===== src/rtl/bgr_startup_seq_if.sv =====
// Control/status bundle between the bandgap start-up sequencer and its
// environment: enable and comparator flag in, kick/ready/fault/debug out.
interface bgr_startup_seq_if #(
  parameter int RETRY_W = 2
);
  logic               enable;
  logic               vbg_ok;
  logic               porst;
  logic               bgr_ready;
  logic               fault;
  logic [RETRY_W-1:0] retry_cnt;
  logic [2:0]         state_o;

  modport master (
    output enable,
    output vbg_ok,
    input  porst,
    input  bgr_ready,
    input  fault,
    input  retry_cnt,
    input  state_o
  );

  modport slave (
    input  enable,
    input  vbg_ok,
    output porst,
    output bgr_ready,
    output fault,
    output retry_cnt,
    output state_o
  );
endinterface


===== src/rtl/bgr_startup_seq.sv =====
// Bandgap start-up sequencer: kick, settle, check vbg_ok, retry or fault.
// Optional READY dropout deglitch (4 consecutive low samples): BGR_SEQ_DEGLITCH_EN.
module bgr_startup_seq #(
  parameter int PULSE_CYCLES  = 16,
  parameter int SETTLE_CYCLES = 256,
  parameter int MAX_RETRIES   = 3,
  parameter int CNT_W         = 10,
  parameter int RETRY_W       = 2
) (
  input logic              clk,
  input logic              rst_n,
  bgr_startup_seq_if.slave bus
);

  typedef enum logic [2:0] {
    IDLE   = 3'd0,
    KICK   = 3'd1,
    SETTLE = 3'd2,
    READY  = 3'd3,
    FAULT  = 3'd4
  } state_t;

  localparam logic [CNT_W-1:0]   PULSE_LAST  = CNT_W'(PULSE_CYCLES - 1);
  localparam logic [CNT_W-1:0]   SETTLE_LAST = CNT_W'(SETTLE_CYCLES - 1);
  localparam logic [RETRY_W-1:0] RETRY_MAX   = RETRY_W'(MAX_RETRIES);

  state_t             state_r, state_s;
  logic [CNT_W-1:0]   cnt_r, cnt_s;
  logic               porst_r, porst_s;
  logic               ready_r, ready_s;
  logic               fault_r, fault_s;
  logic [RETRY_W-1:0] retry_r, retry_s;
  logic               sync1_r, sync2_r;
  logic               vbg_ok_s;
`ifdef BGR_SEQ_DEGLITCH_EN
  logic [1:0]         glitch_r, glitch_s;
`endif

  assign vbg_ok_s = sync2_r;

  // Two-flop synchronizer for the asynchronous comparator flag.
  always_ff @(posedge clk or negedge rst_n) begin
    if (!rst_n) begin
      sync1_r <= 1'b0;
      sync2_r <= 1'b0;
    end else begin
      sync1_r <= bus.vbg_ok;
      sync2_r <= sync1_r;
    end
  end

  // State, phase counter and registered outputs.
  always_ff @(posedge clk or negedge rst_n) begin
    if (!rst_n) begin
      state_r  <= IDLE;
      cnt_r    <= {CNT_W{1'b0}};
      porst_r  <= 1'b0;
      ready_r  <= 1'b0;
      fault_r  <= 1'b0;
      retry_r  <= {RETRY_W{1'b0}};
`ifdef BGR_SEQ_DEGLITCH_EN
      glitch_r <= 2'd0;
`endif
    end else begin
      state_r  <= state_s;
      cnt_r    <= cnt_s;
      porst_r  <= porst_s;
      ready_r  <= ready_s;
      fault_r  <= fault_s;
      retry_r  <= retry_s;
`ifdef BGR_SEQ_DEGLITCH_EN
      glitch_r <= glitch_s;
`endif
    end
  end

  // Next-state and next-output decode; enable low overrides every transition.
  always_comb begin
    state_s  = state_r;
    cnt_s    = cnt_r;
    porst_s  = porst_r;
    ready_s  = ready_r;
    fault_s  = fault_r;
    retry_s  = retry_r;
`ifdef BGR_SEQ_DEGLITCH_EN
    glitch_s = glitch_r;
`endif
    if (!bus.enable) begin
      state_s  = IDLE;
      cnt_s    = {CNT_W{1'b0}};
      porst_s  = 1'b0;
      ready_s  = 1'b0;
      fault_s  = 1'b0;
      retry_s  = {RETRY_W{1'b0}};
`ifdef BGR_SEQ_DEGLITCH_EN
      glitch_s = 2'd0;
`endif
    end else begin
      case (state_r)
        IDLE: begin
          state_s = KICK;
          cnt_s   = {CNT_W{1'b0}};
          porst_s = 1'b1;
          ready_s = 1'b0;
          fault_s = 1'b0;
        end
        KICK: begin
          if (cnt_r == PULSE_LAST) begin
            state_s = SETTLE;
            cnt_s   = {CNT_W{1'b0}};
            porst_s = 1'b0;
          end else begin
            cnt_s = cnt_r + CNT_W'(1);
          end
        end
        SETTLE: begin
          // Comparator is only trusted on the last settle cycle.
          if (cnt_r == SETTLE_LAST) begin
            cnt_s = {CNT_W{1'b0}};
            if (vbg_ok_s) begin
              state_s  = READY;
              ready_s  = 1'b1;
`ifdef BGR_SEQ_DEGLITCH_EN
              glitch_s = 2'd0;
`endif
            end else if (retry_r < RETRY_MAX) begin
              state_s = KICK;
              porst_s = 1'b1;
              retry_s = retry_r + RETRY_W'(1);
            end else begin
              state_s = FAULT;
              fault_s = 1'b1;
            end
          end else begin
            cnt_s = cnt_r + CNT_W'(1);
          end
        end
        READY: begin
`ifdef BGR_SEQ_DEGLITCH_EN
          if (vbg_ok_s) begin
            glitch_s = 2'd0;
          end else if (glitch_r == 2'd3) begin
            state_s  = KICK;
            cnt_s    = {CNT_W{1'b0}};
            porst_s  = 1'b1;
            ready_s  = 1'b0;
            retry_s  = {RETRY_W{1'b0}};
            glitch_s = 2'd0;
          end else begin
            glitch_s = glitch_r + 2'd1;
          end
`else
          if (!vbg_ok_s) begin
            state_s = KICK;
            cnt_s   = {CNT_W{1'b0}};
            porst_s = 1'b1;
            ready_s = 1'b0;
            retry_s = {RETRY_W{1'b0}};
          end else begin
            state_s = READY;
          end
`endif
        end
        FAULT: begin
          state_s = FAULT;
          porst_s = 1'b0;
          ready_s = 1'b0;
          fault_s = 1'b1;
        end
        default: begin
          state_s = IDLE;
          cnt_s   = {CNT_W{1'b0}};
          porst_s = 1'b0;
          ready_s = 1'b0;
          fault_s = 1'b0;
          retry_s = {RETRY_W{1'b0}};
        end
      endcase
    end
  end

  assign bus.porst     = porst_r;
  assign bus.bgr_ready = ready_r;
  assign bus.fault     = fault_r;
  assign bus.retry_cnt = retry_r;
  assign bus.state_o   = state_r;

endmodule

===== src/flat_wrapper.sv =====
// flat-port wrapper written by rule: the top's interface ports become plain ports
module bgr_startup_seq_flat 
#(
  parameter int PULSE_CYCLES  = 16,
  parameter int SETTLE_CYCLES = 256,
  parameter int MAX_RETRIES   = 3,
  parameter int CNT_W         = 10,
  parameter int RETRY_W       = 2
)
  (clk, rst_n, bus_enable, bus_vbg_ok, bus_porst, bus_bgr_ready, bus_fault, bus_retry_cnt, bus_state_o);
  bgr_startup_seq_if #(.RETRY_W(RETRY_W)) bus_i ();
  input logic clk;
  input logic rst_n;
  input wire logic [$bits(bus_i.enable)-1:0] bus_enable;
  input wire logic [$bits(bus_i.vbg_ok)-1:0] bus_vbg_ok;
  output wire logic [$bits(bus_i.porst)-1:0] bus_porst;
  output wire logic [$bits(bus_i.bgr_ready)-1:0] bus_bgr_ready;
  output wire logic [$bits(bus_i.fault)-1:0] bus_fault;
  output wire logic [$bits(bus_i.retry_cnt)-1:0] bus_retry_cnt;
  output wire logic [$bits(bus_i.state_o)-1:0] bus_state_o;
  assign bus_i.enable = bus_enable;
  assign bus_i.vbg_ok = bus_vbg_ok;
  assign bus_porst = bus_i.porst;
  assign bus_bgr_ready = bus_i.bgr_ready;
  assign bus_fault = bus_i.fault;
  assign bus_retry_cnt = bus_i.retry_cnt;
  assign bus_state_o = bus_i.state_o;
  bgr_startup_seq #(.PULSE_CYCLES(PULSE_CYCLES), .SETTLE_CYCLES(SETTLE_CYCLES), .MAX_RETRIES(MAX_RETRIES), .CNT_W(CNT_W), .RETRY_W(RETRY_W)) u_core (.clk(clk), .rst_n(rst_n), .bus(bus_i));
endmodule

===== config.mk =====
export PLATFORM = sky130hd
export DESIGN_NAME = bgr_startup_seq_flat
export DESIGN_NICKNAME = d
export VERILOG_FILES = /design/src/rtl/bgr_startup_seq_if.sv /design/src/rtl/bgr_startup_seq.sv /design/src/flat_wrapper.sv
export SDC_FILE = /design/constraint.sdc
export NUM_CORES = 1
export LEC_CHECK = 0
export ABC_AREA = 1
export BUFFER_PORTS_ARGS = -buffer_cell sky130_fd_sc_hd__clkbuf_2
export CORE_AREA = 2 2 60 62
export CTS_CLUSTER_SIZE = 16
export DETAILED_ROUTE_END_ITERATION = 8
export DIE_AREA = 0 0 62 64
export GPL_ROUTABILITY_DRIVEN = 0
export RECOVER_POWER = 25
export SYNTH_ARGS = -nofsm -noshare
export SYNTH_HDL_FRONTEND = slang
export SYNTH_SLANG_ARGS = --single-unit

===== constraint.sdc =====
create_clock -name clk -period 2 [get_ports clk]
set_input_delay 0.1 -clock clk [delete_from_list [all_inputs] [get_ports clk]]
set_output_delay 0.1 -clock clk [all_outputs]
set_load 0.1 [all_outputs]

==> impl_metrics.csv <==
group,metric,value,unit
status,status,"complete, no violations",
timing,finalCritPeriodShare,79.3,%
global_route,grt_max_degree,21,
logic_synthesis,synthesis.nets,180,
floorplan,die_area,3970,sq um
global_route,grt_pass1_wl,4.68,mm
clocking,clk_pin_slew,110,ps
setup_path,cp.required,2210,ps
timing,final-hold-violation-count,0,
routing,postRouteAntennaNets,0,
routing,vias,1139,
clocking,insertion_delay,300,ps
routing,avgRoutedWirePerCell,11.1,um
flow_run,maxCapViolations,0,
logic_synthesis,synth_seq_cells,20,
global_route,grt_remaining_overflow,0,
timing,fin_setup_tns,0,ps
finish,nets,195,
setup_path,slowest_delay,410,ps
power,power_leakage,0.732,nW
setup_path,r2r_slack,410,ps
hold_path,hold_depth,3,
hold_path,min_to,"u_core.cnt_r[7]$_DFFE_PN0P_",
timing,skew,4.04,ps
clocking,ctsResizeCount,0,
logic_synthesis,synth_cell_types,28,
clocking,cts_buffers,3,
logic_synthesis,ys_warn_count,0,
timing,setup_viol_count_final,0,
finish,layout-drive-gt1-share,20.2,%
timing,max_freq,0.630,GHz
finish,mostFrequentLayoutCell,"nand2_1",
floorplan,io_pins,12,
setup_path,cp_max_fo,11,
timing,drv_slew,0,
logic_synthesis,synth.avg_cell_area,7.45,sq um
setup_path,cp.depth,8,
routing,detail_route.iter0.violations,43,
hold_path,min_from,"bus_enable",
timing,relSlewSlack,29.3,%
floorplan,die_w,62,um
setup_path,cp_top_family,"simple AND/OR/NAND/NOR gates",
clocking,postCtsSetupBuffers,0,
setup_path,path_buf_inv,1,
logic_synthesis,syn_inst,174,
routing,via_per_inst,4.87,
floorplan,start_util,39.5,%
floorplan,die_y,64,um
global_route,antenna_found_initial,0,
clocking,cts_sinks,20,
floorplan,fp.coreArea,3280,sq um
setup_path,rr_startpoint,"u_core.cnt_r[1]$_DFFE_PN0P_",
placement,dp_hpwl,2.01,mm
logic_synthesis,synth-seq-area-share,38.6,%
setup_path,worstRegToRegCells,8,
finish,area_delta_synth_final,10.6,%
clocking,cts_root_buf,"clkbuf_4",
setup_path,slowest_stage,"dfrtp_1",
clocking,ctsHtreeMaxLevel,1,
setup_path,endpoint_kind,"flop",
setup_path,start_kind,"flop",
finish,final_util,43.7,%
finish,fillers,347,
logic_synthesis,synth.cell_area,1300,sq um
routing,drc,0,
timing,tightest_slew,1060,ps
global_route,grt_pass1_vias,1095,
placement,portBuffers,11,
clocking,cts_buffer_depth,2,
finish,layout_common_cells,"nand2_1, dfrtp_1, inv_1",
routing,wirelength,2.60,mm
setup_path,worst-setup-path-type,"reg -> reg",
setup_path,arrival,1800,ps
timing,rsz0062_at_grt,"false",
setup_path,path_common_cell,"nand2_2",
power,ir_drop,832,uV
setup_path,rr_endpoint,"u_core.cnt_r[8]$_DFFE_PN0P_",
timing,fin_crit,1590,ps
clocking,cts_tree,"yes",
floorplan,row_count,21,
finish,diodes,0,
hold_path,holdCritPathClass,"in -> reg",
routing,dr.pass1.iters,4,
power,powerDensity,1110,nW/um^2
setup_path,crit_chain,"ha_1 -> nand2_2 -> nor2_4 -> nand3_4 -> nand2_2 -> nand3_2 -> inv_2 -> nor2_1",
global_route,track_usage,15.3,%
logic make-up (layout without fill, tap and decap cells):
family | count (synthesis) | count (layout) | share of synthesized area (%)
and+or+nand+nor | 106 | 106 | 40.9
buffers and inverters | 26 | 40 | 8.98
DFF | 20 | 20 | 38.6
AOI/OAI and AO/OA | 19 | 19 | 8.88
adders and majority gates | 2 | 2 | 1.93
xor gates and xnor gates | 1 | 1 | 0.676
sequential cells by signal, indices dropped and copies added (netlist names):
register              count
u_core.bus.retry_cnt      2
u_core.bus.porst          1
u_core.bus.state_o        3
u_core.sync1_r            1
u_core.bus.fault          1
u_core.sync2_r            1
u_core.bus.bgr_ready      1
u_core.cnt_r             10
worst max path at each step:
stage	from	to	slack, ps
global placement	u_core.cnt_r[1]$_DFFE_PN0P_	u_core.cnt_r[9]$_DFFE_PN0P_	500
global route	u_core.cnt_r[1]$_DFFE_PN0P_	u_core.cnt_r[9]$_DFFE_PN0P_	290
CTS	u_core.cnt_r[1]$_DFFE_PN0P_	u_core.cnt_r[8]$_DFFE_PN0P_	410
finish	u_core.cnt_r[1]$_DFFE_PN0P_	u_core.cnt_r[8]$_DFFE_PN0P_	410
floorplan	u_core.bus.state_o[2]$_DFFE_PN0P_	u_core.bus.retry_cnt[0]$_DFFE_PN0P_	70
detailed placement	u_core.cnt_r[1]$_DFFE_PN0P_	u_core.cnt_r[8]$_DFFE_PN0P_	430
power breakdown:
part / switching (mW) / internal (mW) / total [mW]
clock: 0.126 / 0.111 / 0.237
combinational: 0.644 / 0.171 / 0.815
sequential: 0.0749 / 0.468 / 0.543
what timing repair did:
item | CTS | global route
endpoints found under the setup margin | 0 | 0
hold buffers | 2 | 0
hold endpoints to repair | 21 | 0
synth_stat cells, drive strengths merged:
cell type / instances / area (sq um)
o21ai: 11 / 62.6
inv: 23 / 86.3
nand3b: 1 / 7.51
xor2: 1 / 8.76
a21boi: 1 / 7.51
nor2: 23 / 116
nand4: 7 / 56.3
dfrtp: 20 / 500
ha: 2 / 25.0
nand2: 54 / 213
o211ai: 1 / 7.51
a21oi: 3 / 15.0
nor3: 2 / 15.0
nand3: 19 / 123
buf: 3 / 30.0
a211oi: 1 / 7.51
o21bai: 2 / 15.0
metal layers:
| metal | vias up | share of wire (%) | global-route usage [%] |
|---|---|---|---|
| met5 | - | 0 | 0 |
| met4 | 0 | 1.1 | 3.99 |
| met3 | 4 | 2.8 | 1.82 |
| met2 | 17 | 45 | 23.6 |
| met1 | 534 | 51 | 22.2 |
| li1 | 584 | - | - |
metrics by stage:
stage | total power [mW] | instance area, sq um | worst slack [ps] | cells | hold slack (ps)
after floorplan | 1.23 | 1300 | 68.9 | 174 | -196
after global placement | 1.36 | 1380 | 499 | 228 | 89.2
after detailed placement | 1.36 | 1380 | 428 | 228 | 94.9
after CTS | 1.61 | 1440 | 412 | 234 | 149
after global routing | 1.71 | 1430 | 289 | 234 | 193
final | 1.60 | 1430 | 413 | 234 | 174
cell type report:
type / count / area [sq um] / share of cell area, %
clock buffer: 4 / 36.3 / 2.53
inverter: 23 / 86.3 / 6.02
multi-input combinational: 128 / 679 / 47.4
timing repair buffer: 13 / 73.8 / 5.15
sequential: 20 / 500 / 34.9
tap: 46 / 57.6 / 4.01
worst reg2reg max path, stage by stage, from the launching register on:
cell and delay (ps):
dfrtp_1 410, ha_1 240, nand2_2 90, nor2_4 160, nand3_4 100, nand2_2 210
nand3_2 150, inv_2 90, nor2_1 50
No activity file was read; power rests on OpenSTA's default activity.
